`config.mk`:
```
export PLATFORM = sky130hd
export DESIGN_NAME = imem_port_arbiter
export DESIGN_NICKNAME = d
export VERILOG_FILES = /design/src/rtl/imem_port_arbiter.sv
export SDC_FILE = /design/constraint.sdc
export NUM_CORES = 1
export LEC_CHECK = 0
export BUFFER_PORTS_ARGS = -buffer_cell sky130_fd_sc_hd__buf_2
export CORE_ASPECT_RATIO = 1.2
export CORE_MARGIN = 8
export CORE_UTILIZATION = 37
export CTS_CLUSTER_DIAMETER = 50
export CTS_CLUSTER_SIZE = 40
export DETAILED_ROUTE_END_ITERATION = 7
export PLACE_DENSITY = 0.77
export SYNTH_ARGS = -nofsm -noshare
export SYNTH_HDL_FRONTEND = slang
export SYNTH_SLANG_ARGS = --single-unit
```
`constraint.sdc`:
```
create_clock -name clk -period 1.45 [get_ports clk]
set_input_delay 0.2175 -clock clk [delete_from_list [all_inputs] [get_ports clk]]
set_output_delay 0.2175 -clock clk [all_outputs]
set_load 0.02 [all_outputs]
```
`src/rtl/imem_port_arbiter.sv`:
```
// rtl/imem_port_arbiter.sv - shared memory port arbiter between fetch and data stages
// Data side has fixed priority; a starvation counter forces a fetch grant after STARVE_LIMIT denials.
module imem_port_arbiter #(
  parameter int ADDR_WIDTH   = 32,
  parameter int DATA_WIDTH   = 32,
  parameter int STARVE_LIMIT = 4
) (
  input  logic                    clk,
  input  logic                    reset,
  input  logic                    if_req,
  input  logic [ADDR_WIDTH-1:0]   if_addr,
  output logic                    if_gnt,
  output logic                    if_stall,
  output logic                    if_rvalid,
  output logic [DATA_WIDTH-1:0]   if_rdata,
  input  logic                    d_req,
  input  logic                    d_we,
  input  logic [ADDR_WIDTH-1:0]   d_addr,
  input  logic [DATA_WIDTH-1:0]   d_wdata,
  input  logic [DATA_WIDTH/8-1:0] d_be,
  output logic                    d_gnt,
  output logic                    d_rvalid,
  output logic [DATA_WIDTH-1:0]   d_rdata,
  output logic [ADDR_WIDTH-1:0]   mem_addr,
  output logic                    mem_we,
  output logic [DATA_WIDTH/8-1:0] mem_be,
  output logic [DATA_WIDTH-1:0]   mem_wdata,
  input  logic [DATA_WIDTH-1:0]   mem_rdata
);

  localparam int CW = $clog2(STARVE_LIMIT + 1);
  localparam logic [CW-1:0] LIMIT = CW'(STARVE_LIMIT);

  logic [CW-1:0]         starve_q, starve_d;
  logic                  if_rvalid_q, if_rvalid_d;
  logic [DATA_WIDTH-1:0] if_rdata_q, if_rdata_d;
  logic                  d_rvalid_q, d_rvalid_d;
  logic [DATA_WIDTH-1:0] d_rdata_q, d_rdata_d;
  logic                  forced;

  always_comb begin
    forced = (starve_q == LIMIT) & if_req;
    if_gnt = forced | (if_req & ~d_req);
    d_gnt  = d_req & ~forced;
  end

  assign if_stall  = if_req & ~if_gnt;
  assign mem_addr  = d_gnt ? d_addr : if_addr;
  assign mem_we    = d_gnt & d_we;
  assign mem_be    = (d_gnt & d_we) ? d_be : '0;
  assign mem_wdata = d_wdata;

  always_comb begin
    starve_d = '0;
    if (if_req & ~if_gnt) begin
      starve_d = (starve_q == LIMIT) ? starve_q : starve_q + CW'(1);
    end
    if_rvalid_d = if_gnt;
    if_rdata_d  = if_gnt ? mem_rdata : if_rdata_q;
    d_rvalid_d  = d_gnt;
    // Stores acknowledge with zero data so a stale load value never leaks out.
    d_rdata_d   = d_gnt ? (d_we ? '0 : mem_rdata) : d_rdata_q;
  end

  always_ff @(posedge clk) begin
    if (reset) begin
      starve_q    <= '0;
      if_rvalid_q <= 1'b0;
      if_rdata_q  <= '0;
      d_rvalid_q  <= 1'b0;
      d_rdata_q   <= '0;
    end else begin
      starve_q    <= starve_d;
      if_rvalid_q <= if_rvalid_d;
      if_rdata_q  <= if_rdata_d;
      d_rvalid_q  <= d_rvalid_d;
      d_rdata_q   <= d_rdata_d;
    end
  end

  assign if_rvalid = if_rvalid_q;
  assign if_rdata  = if_rdata_q;
  assign d_rvalid  = d_rvalid_q;
  assign d_rdata   = d_rdata_q;

endmodule

```
# ---- Yosys cells after proc, flatten, opt, wreduce, memory -nomap -nowiden
# Index checks and enable logic that the tools add are counted.
dict set report op_classes {
  mux 3
  n_reduce_logical 1
  n_bitwise 10
  add_sub_neg 1
  n_eq_ne 1
}
# operator n
set op_table {}
lappend op_table {{two-way mux 32 bit} 2}
lappend op_table {{bitwise AND 1 bit} 5}
lappend op_table {{two-way mux 4 bit} 1}
lappend op_table {{NOT 1 bit} 4}
lappend op_table {{adder 3 x 1 -> 3 bit (second input constant)} 1}
lappend op_table {{== test 3 bit (second input constant)} 1}
lappend op_table {{OR reduction 2 bit} 1}
lappend op_table {{bitwise OR 1 bit} 1}
dict set report totals {
  ff_bits 69
  input_bits 137
  word_cells 21
  output_inout_bits 138
}

# ---- Depth between registers and ports, before layout
# Gate-level depths: netlist of run 1.
dict set report logic_depth {
  ltp_word 7
  ltp_mapped 7
  depth_no_buf 5
}

# ---- Worst setup path before layout of run 1
# No wires, ideal clock.
dict set report synth_path {
  path_kind {flip-flop to output port}
  startpoint {reg starve_q[0]}
  endpoint {out mem_be[0]}
  slack_ns -0.271
  t_arrival_ns 1.504
  stages_incl_launch_ff 7
  n_path_buf 1
  path_cell_list {dfxtp_1 inv_1 ha_1 nand3_2 buf_2 and3_1 and2_1}
}
dict set report synth_between {
  elab_chain_len 6
}
# element line_no
set synth_lines {}
lappend synth_lines {{start: declaration} 34} ;# logic [CW-1:0] starve_q, starve_d;
lappend synth_lines {{start signal: assignment} 73} ;# starve_q <= starve_d;
lappend synth_lines {{== test 3 bit} 42} ;# forced = (starve_q == LIMIT) & if_req;
lappend synth_lines {{bitwise AND 1 bit} 42}
lappend synth_lines {{NOT 1 bit} 44} ;# d_gnt = d_req & ~forced;
lappend synth_lines {{bitwise AND 1 bit} 44}
lappend synth_lines {{bitwise AND 1 bit} -}
lappend synth_lines {{via mem_we} 25} ;# output logic mem_we,
lappend synth_lines {{two-way mux 4 bit} 50} ;# assign mem_be = (d_gnt & d_we) ? d_be : '0;
lappend synth_lines {{end: declaration} 26} ;# output logic [DATA_WIDTH/8-1:0] mem_be,
# The timed path passes the listed nets, and every way through them passes these cells.

# ---- Worst setup path after layout of run 1
dict set report layout_path {
  startpoint {reg starve_q[0]}
  endpoint {out mem_addr[6]}
}
dict set report layout_between {
  elab_chain_len 5
}
# element line_no
set layout_lines {}
lappend layout_lines {{== test 3 bit} 42}
lappend layout_lines {{bitwise AND 1 bit} 42}
lappend layout_lines {{NOT 1 bit} 44}
lappend layout_lines {{bitwise AND 1 bit} 44}
lappend layout_lines {{two-way mux 32 bit} 48} ;# assign mem_addr = d_gnt ? d_addr : if_addr;
lappend layout_lines {{end: declaration} 24} ;# output logic [ADDR_WIDTH-1:0] mem_addr,
# Every way passes these cells.

==> results of run 1 <==
-- worst max-delay path, stage by stage, from the launching register on --
cell	delay, ns
dfxtp_2	0.32
inv_2	0.06
ha_4	0.14
nand3_4	0.10
nand2_8	0.13
clkbuf_16	0.18
mux2_4	0.31
buf_6	0.13
-- what timing repair did --
action                     in CTS  in global routing
setup endpoints to repair     100                 94
gates resized for setup        72                 41
gates cloned                    4                  4
buffers inserted               12                  1
pin swaps                       4                  7
-- area by class of cell --
| cell class | count | area share (%) |
|---|---|---|
| inverter | 4 | 0.3427 |
| clock inverter | 6 | 1.071 |
| tap | 126 | 2.699 |
| clock buffer | 9 | 3.855 |
| multi-input combinational | 246 | 35.77 |
| sequential | 69 | 23.69 |
| timing repair buffer | 253 | 32.58 |
-- sequential cells by signal, summed over array words and instances (netlist names) --
name	count
if_rdata	32
d_rvalid	1
starve_q	3
d_rdata	32
if_rvalid	1
-- synthesized netlist by cell type --
library cell	n
dfxtp_1	69
nand2b_1	64
buf_4	33
mux2i_1	33
mux2_2	26
and3_1	18
clkbuf_1	17
o21a_1	17
a21boi_0	16
a21oi_1	16
nand4b_1	16
o21ai_0	16
buf_6	8
mux2_1	6
and2_1	4
buf_2	4
inv_1	3
nor2_1	3
ha_1	2
a31oi_4	1
and2_4	1
clkbuf_2	1
inv_4	1
nand2_1	1
nand2_2	1
nand3_2	1
nor2b_1	1
nor3_1	1
nor4_1	1
nor4b_1	1
-- cell families after synthesis --
kind of cell	Yosys count
and+or+nand+nor	113
DFF	69
buffers and inverters	67
AOI/OAI and AO/OA	66
muxes	65
adders and majority gates	2
-- metal layers --
layer  global-route usage (%)  part of all wire (%)  vias to the layer above
li1                         -                     -                     1690
met1                    20.84                    36                     1653
met2                    37.29                    51                      192
met3                    10.41                    12                       13
met4                    4.992                  0.92                        0
met5                        0                     0                        -
-- worst max-delay path by stage --
| stage | startpoint | endpoint | slack, ns |
|---|---|---|---|
| finish | starve_q[0]$_SDFFE_PP0P_ | mem_addr[6] | -0.47 |
| global route | starve_q[0]$_SDFFE_PP0P_ | mem_addr[10] | -0.53 |
| detailed placement | starve_q[1]$_SDFFE_PP0P_ | mem_addr[31] | -0.18 |
| CTS | starve_q[1]$_SDFFE_PP0P_ | mem_addr[31] | -0.51 |
| global placement | starve_q[1]$_SDFFE_PP0P_ | mem_addr[2] | -0.13 |
| floorplan | starve_q[1]$_SDFFE_PP0P_ | mem_addr[10] | -0.03 |
-- power groups by stage --
stage / logic [mW] / clock network [mW] / registers [mW]
6_report: 1.31 / 2.14 / 2.03
5_1_grt: 1.39 / 2.29 / 2.04
4_1_cts: 1.23 / 2.20 / 2.03
3_5_place_dp: 1.07 / 0 / 2.07
3_3_place_gp: 1.06 / 0 / 2.07
2_1_floorplan: 0.663 / 0 / 2.17
-- through the flow --
step	total power [mW]	instances	instance area, sq um	TNS, ns	hold WS [ns]
finish	5.482	713	5842	-23.65	0.1585
global route	5.713	713	5842	-27.91	0.1556
CTS	5.463	708	5622	-23.59	0.1458
detailed placement	3.142	678	4881	-9.707	0.4351
global placement	3.120	678	4881	-7.053	0.4351
floorplan	2.834	382	3874	-0.7396	0.3728
==> results.cfg, run 1 <==
[cts]
path_clk_slew_ns = 0.06
clock_sink_count = 69
htree_levels = 3
cts_hold_buffers = 0
cts_tree = done
numCtsBuffers = 9
insertion_delay_ns = 0.33
root_buffer = clkbuf_16
ctsLongestPathBuffers = 2

[sta]
rsz0062_at_grt = true
tightestPinTransition_ns = 0.2960
timing.slew.headroom_pct = 80.27
timing.final.crit_share_pct = 132.7
hold_viol = 0
max_freq_mhz = 519.8
fin_crit_ns = 1.924
slew_viol_final = 0
finClkSkew_ns = 0.01205
setup_viol = 83
setup_ws_ns = -0.4737

[final_layout]
final_nets = 722
seq_area_sq_mm = 0.001384
n_fill_cell = 879
drive_gt1_share_pct = 55.03
final_common_cell = buf_2
multi_input_area_sq_mm = 0.002090
final_cell_mix = 171 x buf_2, 67 x dfxtp_1, 64 x nand2b_1
area_growth_pct = 57.26
antenna_cells = 0
fin_util_pct = 58.95

[detailed_routing]
vias = 3548
antenna_left = 0
finalWirelength_um = 15230
drt-vias-per-instance = 4.976
drtIter0Drc = 157
drc = 0
wl_per_cell_um = 21.37
drt-pass1-iter-count = 4

[yosys]
synth.cell_area_sq_mm = 0.003715
ys.warnings.count = 0
synth-compound-area-share_pct = 11.55
synth_mux_area_share_pct = 18.59
synth_adder_area_share_pct = 0.6736
synth_seq_area_share_pct = 37.18
synth.distinct_cells = 30
yosys.area.top_type = dfxtp_1
synth_nets = 521
synth_top_area_share_pct = 37.18
synth-xor-area-share_pct = 0
synth-seq-cells = 69
synth_top_family_by_area = simple AND/OR/NAND/NOR gates
synthCells = 382
synthSimpleGateAreaFrac_pct = 20.04
ys_top_cells_by_area = dfxtp_1 37%, nand2b_1 11%, mux2i_1 8.9%, mux2_2 7.9%, buf_4 6.7%
syn_area_per_cell_sq_um = 9.725

[floorplanning]
core_sq_mm = 0.009910
die-area_sq_mm = 0.01352
die_w_um = 107.5
start_util_pct = 37.49
pin_count = 275
rows = 40
dieHeight_um = 125.8

[job]
cap_viol_max_count = 0

[global_route]
grt_antenna_before_repair = 0
grt_pass1_wl_um = 21580
grt_pass1_vias = 3703
grt_max_degree = 55
track_usage_pct = 20.85
grt-ovfl-total = 0

[power_and_ir_drop]
powerDensity_mw_per_mm2 = 938.4
ir_drop_mv = 0.5733
pwr-share-clk_pct = 39.1
combPwrFrac_pct = 23.9
switching_share_pct = 27.33
power_frac_seq_pct = 37.0
net-switching-power_mw = 1.498
leakagePower_nw = 2.823
p_int_mw = 3.984

[worst_setup_path]
r2r-end = if_rdata[8]$_SDFFE_PP0P_
r2r_cells = 9
path_max_fanout = 9
ff2ff_setup_slack_ns = -0.22
startpoint_type = flip-flop
required_ns = 1.23
arrival_ns = 1.71
endpoint_kind = primary output
reg2reg_from = starve_q[0]$_SDFFE_PP0P_
worstSetupPathType = reg2out

[status]
status = finished, violations left
violations = negative setup slack

[placed_design]
post-place-ws_ns = -0.1756
port_buffers = 210
hpwl_um = 11410
gp_congestion = 0.7924

[worst_hold_path]
min_to = if_rdata[18]$_SDFFE_PP0P_
hp-start = mem_rdata[18]
min_path_type = in2reg
holdPathStages = 3
(Power assumes the default switching activity.)
==> run 2: changes to the inputs <==
- ABC_AREA: not set -> 1
==> run 2 against run 1 <==
  * The run still ends with negative setup slack left
  * Non-clock buffer count down 4
  * Routed wire length shrank 1.9%
  * Area after synthesis rose by 0.57%
  * Fmax rose by 5.8%
  * Worst setup slack better by 0.11 ns
  * Clock power rose by 3%
  * Sequential share of layout area down 0.31 points
  * Hold slack worse by 0.072 ns
  * Sequential power grew 3%
  * First-iteration DRC count rose by 61%
  * Critical endpoint is now mem_addr[29]
  * Largest cell class unchanged
  * Highest routed layer is now met5
==> results.cfg, run 2 <==
[status]
status = finished, violations left
violations = negative setup slack

[detailed_routing]
finalWirelength_um = 14950
vias = 4361
drt-pass1-iter-count = 4
antenna_left = 0
drtIter0Drc = 253
drt-vias-per-instance = 4.745
wl_per_cell_um = 16.26
drc = 0

[yosys]
synthTopCellsByCount = 199 x nand2_1, 133 x nor2_1, 69 x dfxtp_1
synth_nets = 735
async_reset_ff_share_pct = 0
post-synth-top-count-cell = nand2_1
syn_area_per_cell_sq_um = 6.269
synthCells = 596
synth.distinct_cells = 17
synth_seq_area_share_pct = 36.97
ys.warnings.count = 0
ys_top_cells_by_area = dfxtp_1 37%, nand2_1 20%, nor2_1 13%, nand3_1 8.6%, buf_4 7.2%
yosys.area.top_type = dfxtp_1
synth_top_area_share_pct = 36.97
synth.cell_area_sq_mm = 0.003736
synth_ff_type = dfxtp_1
synth-seq-cells = 69
synth_edf_count = 0

[sta]
rsz0062_at_grt = true
hold_viol = 0
max_freq_mhz = 550.2
finClkSkew_ns = 0.005810
slew_viol_final = 0
tns_ns = -13.61
timing.slew.headroom_pct = 82.13
timing.hold.ws_ns = 0.08693
timing.final.crit_share_pct = 125.3
tightestPinTransition_ns = 0.2680
setup_ws_ns = -0.3675
fin_crit_ns = 1.817
setup_viol = 68

[worst_setup_path]
r2r-end = if_rdata[14]$_SDFFE_PP0P_
crit_family = buffers and inverters
path_max_fanout = 9
arrival_ns = 1.60
path_common_cell = nand2_4
worstSetupPathType = reg2out
endpoint_kind = primary output
r2r_cells = 11
max_stage_delay_ns = 0.32
crit_path_top_delay_cell = dfxtp_2
path_buf_inv = 4
path_cells = inv_2, ha_4, nand2_4, nand2_4, nand2_8, inv_8, clkbuf_16, nand2_1, nand2_2, buf_6
ff2ff_setup_slack_ns = -0.06
startpoint_type = flip-flop
required_ns = 1.23
reg2reg_from = starve_q[1]$_SDFFE_PP0P_

[final_layout]
fin_util_pct = 59.73
stdcell_count = 919
final_common_cell = buf_2
final_nets = 927
final_cell_mix = 170 x buf_2, 156 x nand2_1, 96 x nor2_1
drive_gt1_share_pct = 46.03
area_growth_pct = 58.44
fin_area_sq_mm = 0.005919
n_fill_cell = 906
antenna_cells = 0

[power_and_ir_drop]
ir_drop_mv = 0.7308
p_int_mw = 4.104
combPwrFrac_pct = 27.4
leakagePower_nw = 3.236
powerDensity_mw_per_mm2 = 999.8
p_total_mw = 5.918
net-switching-power_mw = 1.815
pwr-share-clk_pct = 37.3
switching_share_pct = 30.66
power_frac_seq_pct = 35.3

[cts]
numCtsBuffers = 9
path_clk_slew_ns = 0.06
clock_sink_count = 69
insertion_delay_ns = 0.33
cts_tree = done
ctsLongestPathBuffers = 2
cts_hold_buffers = 0
root_buffer = clkbuf_16
htree_levels = 3

[worst_hold_path]
holdPathStages = 2
hp-start = reset
min_to = d_rvalid$_SDFF_PP0_
min_path_type = in2reg

[placed_design]
hpwl_um = 10430
place_area_sq_mm = 0.004908
port_buffers = 210
post-place-ws_ns = -0.08778
dp_cells = 892
gp_congestion = 0.8175

[floorplanning]
core_sq_mm = 0.009910
die_w_um = 107.7
pin_count = 275
start_util_pct = 37.70
rows = 40
dieHeight_um = 126.1
die-area_sq_mm = 0.01358

[global_route]
use_met2_pct = 36.16
grtUsageMet3_pct = 7.143
grt_pass1_vias = 4048
grt_max_degree = 41
gr-usage-met1_pct = 18.61
grt.busiest_layer = met2
grt_pass1_wl_um = 20930
grt-ovfl-total = 0
grt_antenna_before_repair = 2
track_usage_pct = 19.47

[job]
cap_viol_max_count = 0
-- run 2: per-layer routing --
layer	vias to the layer above	part of all wire [%]	routed length, um
li1	2148	-	-
met1	1959	34	5135
met2	212	52	7789
met3	38	10	1560
met4	4	2.9	438
met5	-	0.15	22
-- run 2: cells by family after synthesis --
kind of cell,share of synthesized area [%]
fa+ha+maj,0.6697
xor+xnor,0.2345
flops,36.97
compound gates,0.1338
simple gates,44.31
buf+inv,17.68
-- run 2: timing repair --
action | in CTS | in global routing
setup buffers | 4 | 2
gates cloned | 1 | 5
resized for setup | 78 | 87
pin swaps | 4 | 16
setup endpoints to repair | 47 | 83
-- run 2: final cells by class --
class                      instances  area, sq um  share of cell area, %
clock buffer                      11        242.7                  4.101
clock inverter                     5        58.81                 0.9934
inverter                          47        183.9                  3.107
multi-input combinational        412         2053                  34.69
sequential                        69         1384                  23.38
tap                              126        157.7                  2.663
timing repair buffer             249         1839                  31.07
-- run 2: worst max-delay path by stage --
stage | startpoint | endpoint | slack (ns) | depth (start not counted)
6_report | starve_q[1]$_SDFFE_PP0P_ | mem_addr[29] | -0.37 | 10
5_1_grt | starve_q[1]$_SDFFE_PP0P_ | mem_addr[21] | -0.46 | 10
4_1_cts | starve_q[0]$_SDFFE_PP0P_ | mem_addr[0] | -0.36 | 9
3_5_place_dp | starve_q[0]$_SDFFE_PP0P_ | mem_addr[28] | -0.09 | 10
3_3_place_gp | starve_q[0]$_SDFFE_PP0P_ | mem_addr[27] | -0.05 | 10
2_1_floorplan | starve_q[0]$_SDFFE_PP0P_ | mem_addr[22] | 0.003 | 9
-- run 2: power groups by stage --
stage	sequential, mW	clock (mW)	combinational [mW]
2_1_floorplan	2.28	0	0.771
3_3_place_gp	2.12	0	1.31
3_5_place_dp	2.13	0	1.32
4_1_cts	2.09	2.25	1.46
5_1_grt	2.10	2.36	1.74
6_report	2.09	2.21	1.62
-- run 2: worst reg2reg max path: stages (launching register included) --
cell	delay, ns
dfxtp_2	0.32
inv_2	0.07
ha_4	0.14
nand2_4	0.05
nand2_4	0.08
buf_4	0.11
buf_6	0.11
nand2_8	0.06
buf_12	0.14
clkbuf_16	0.18
nor2_4	0.08
nor2_1	0.04
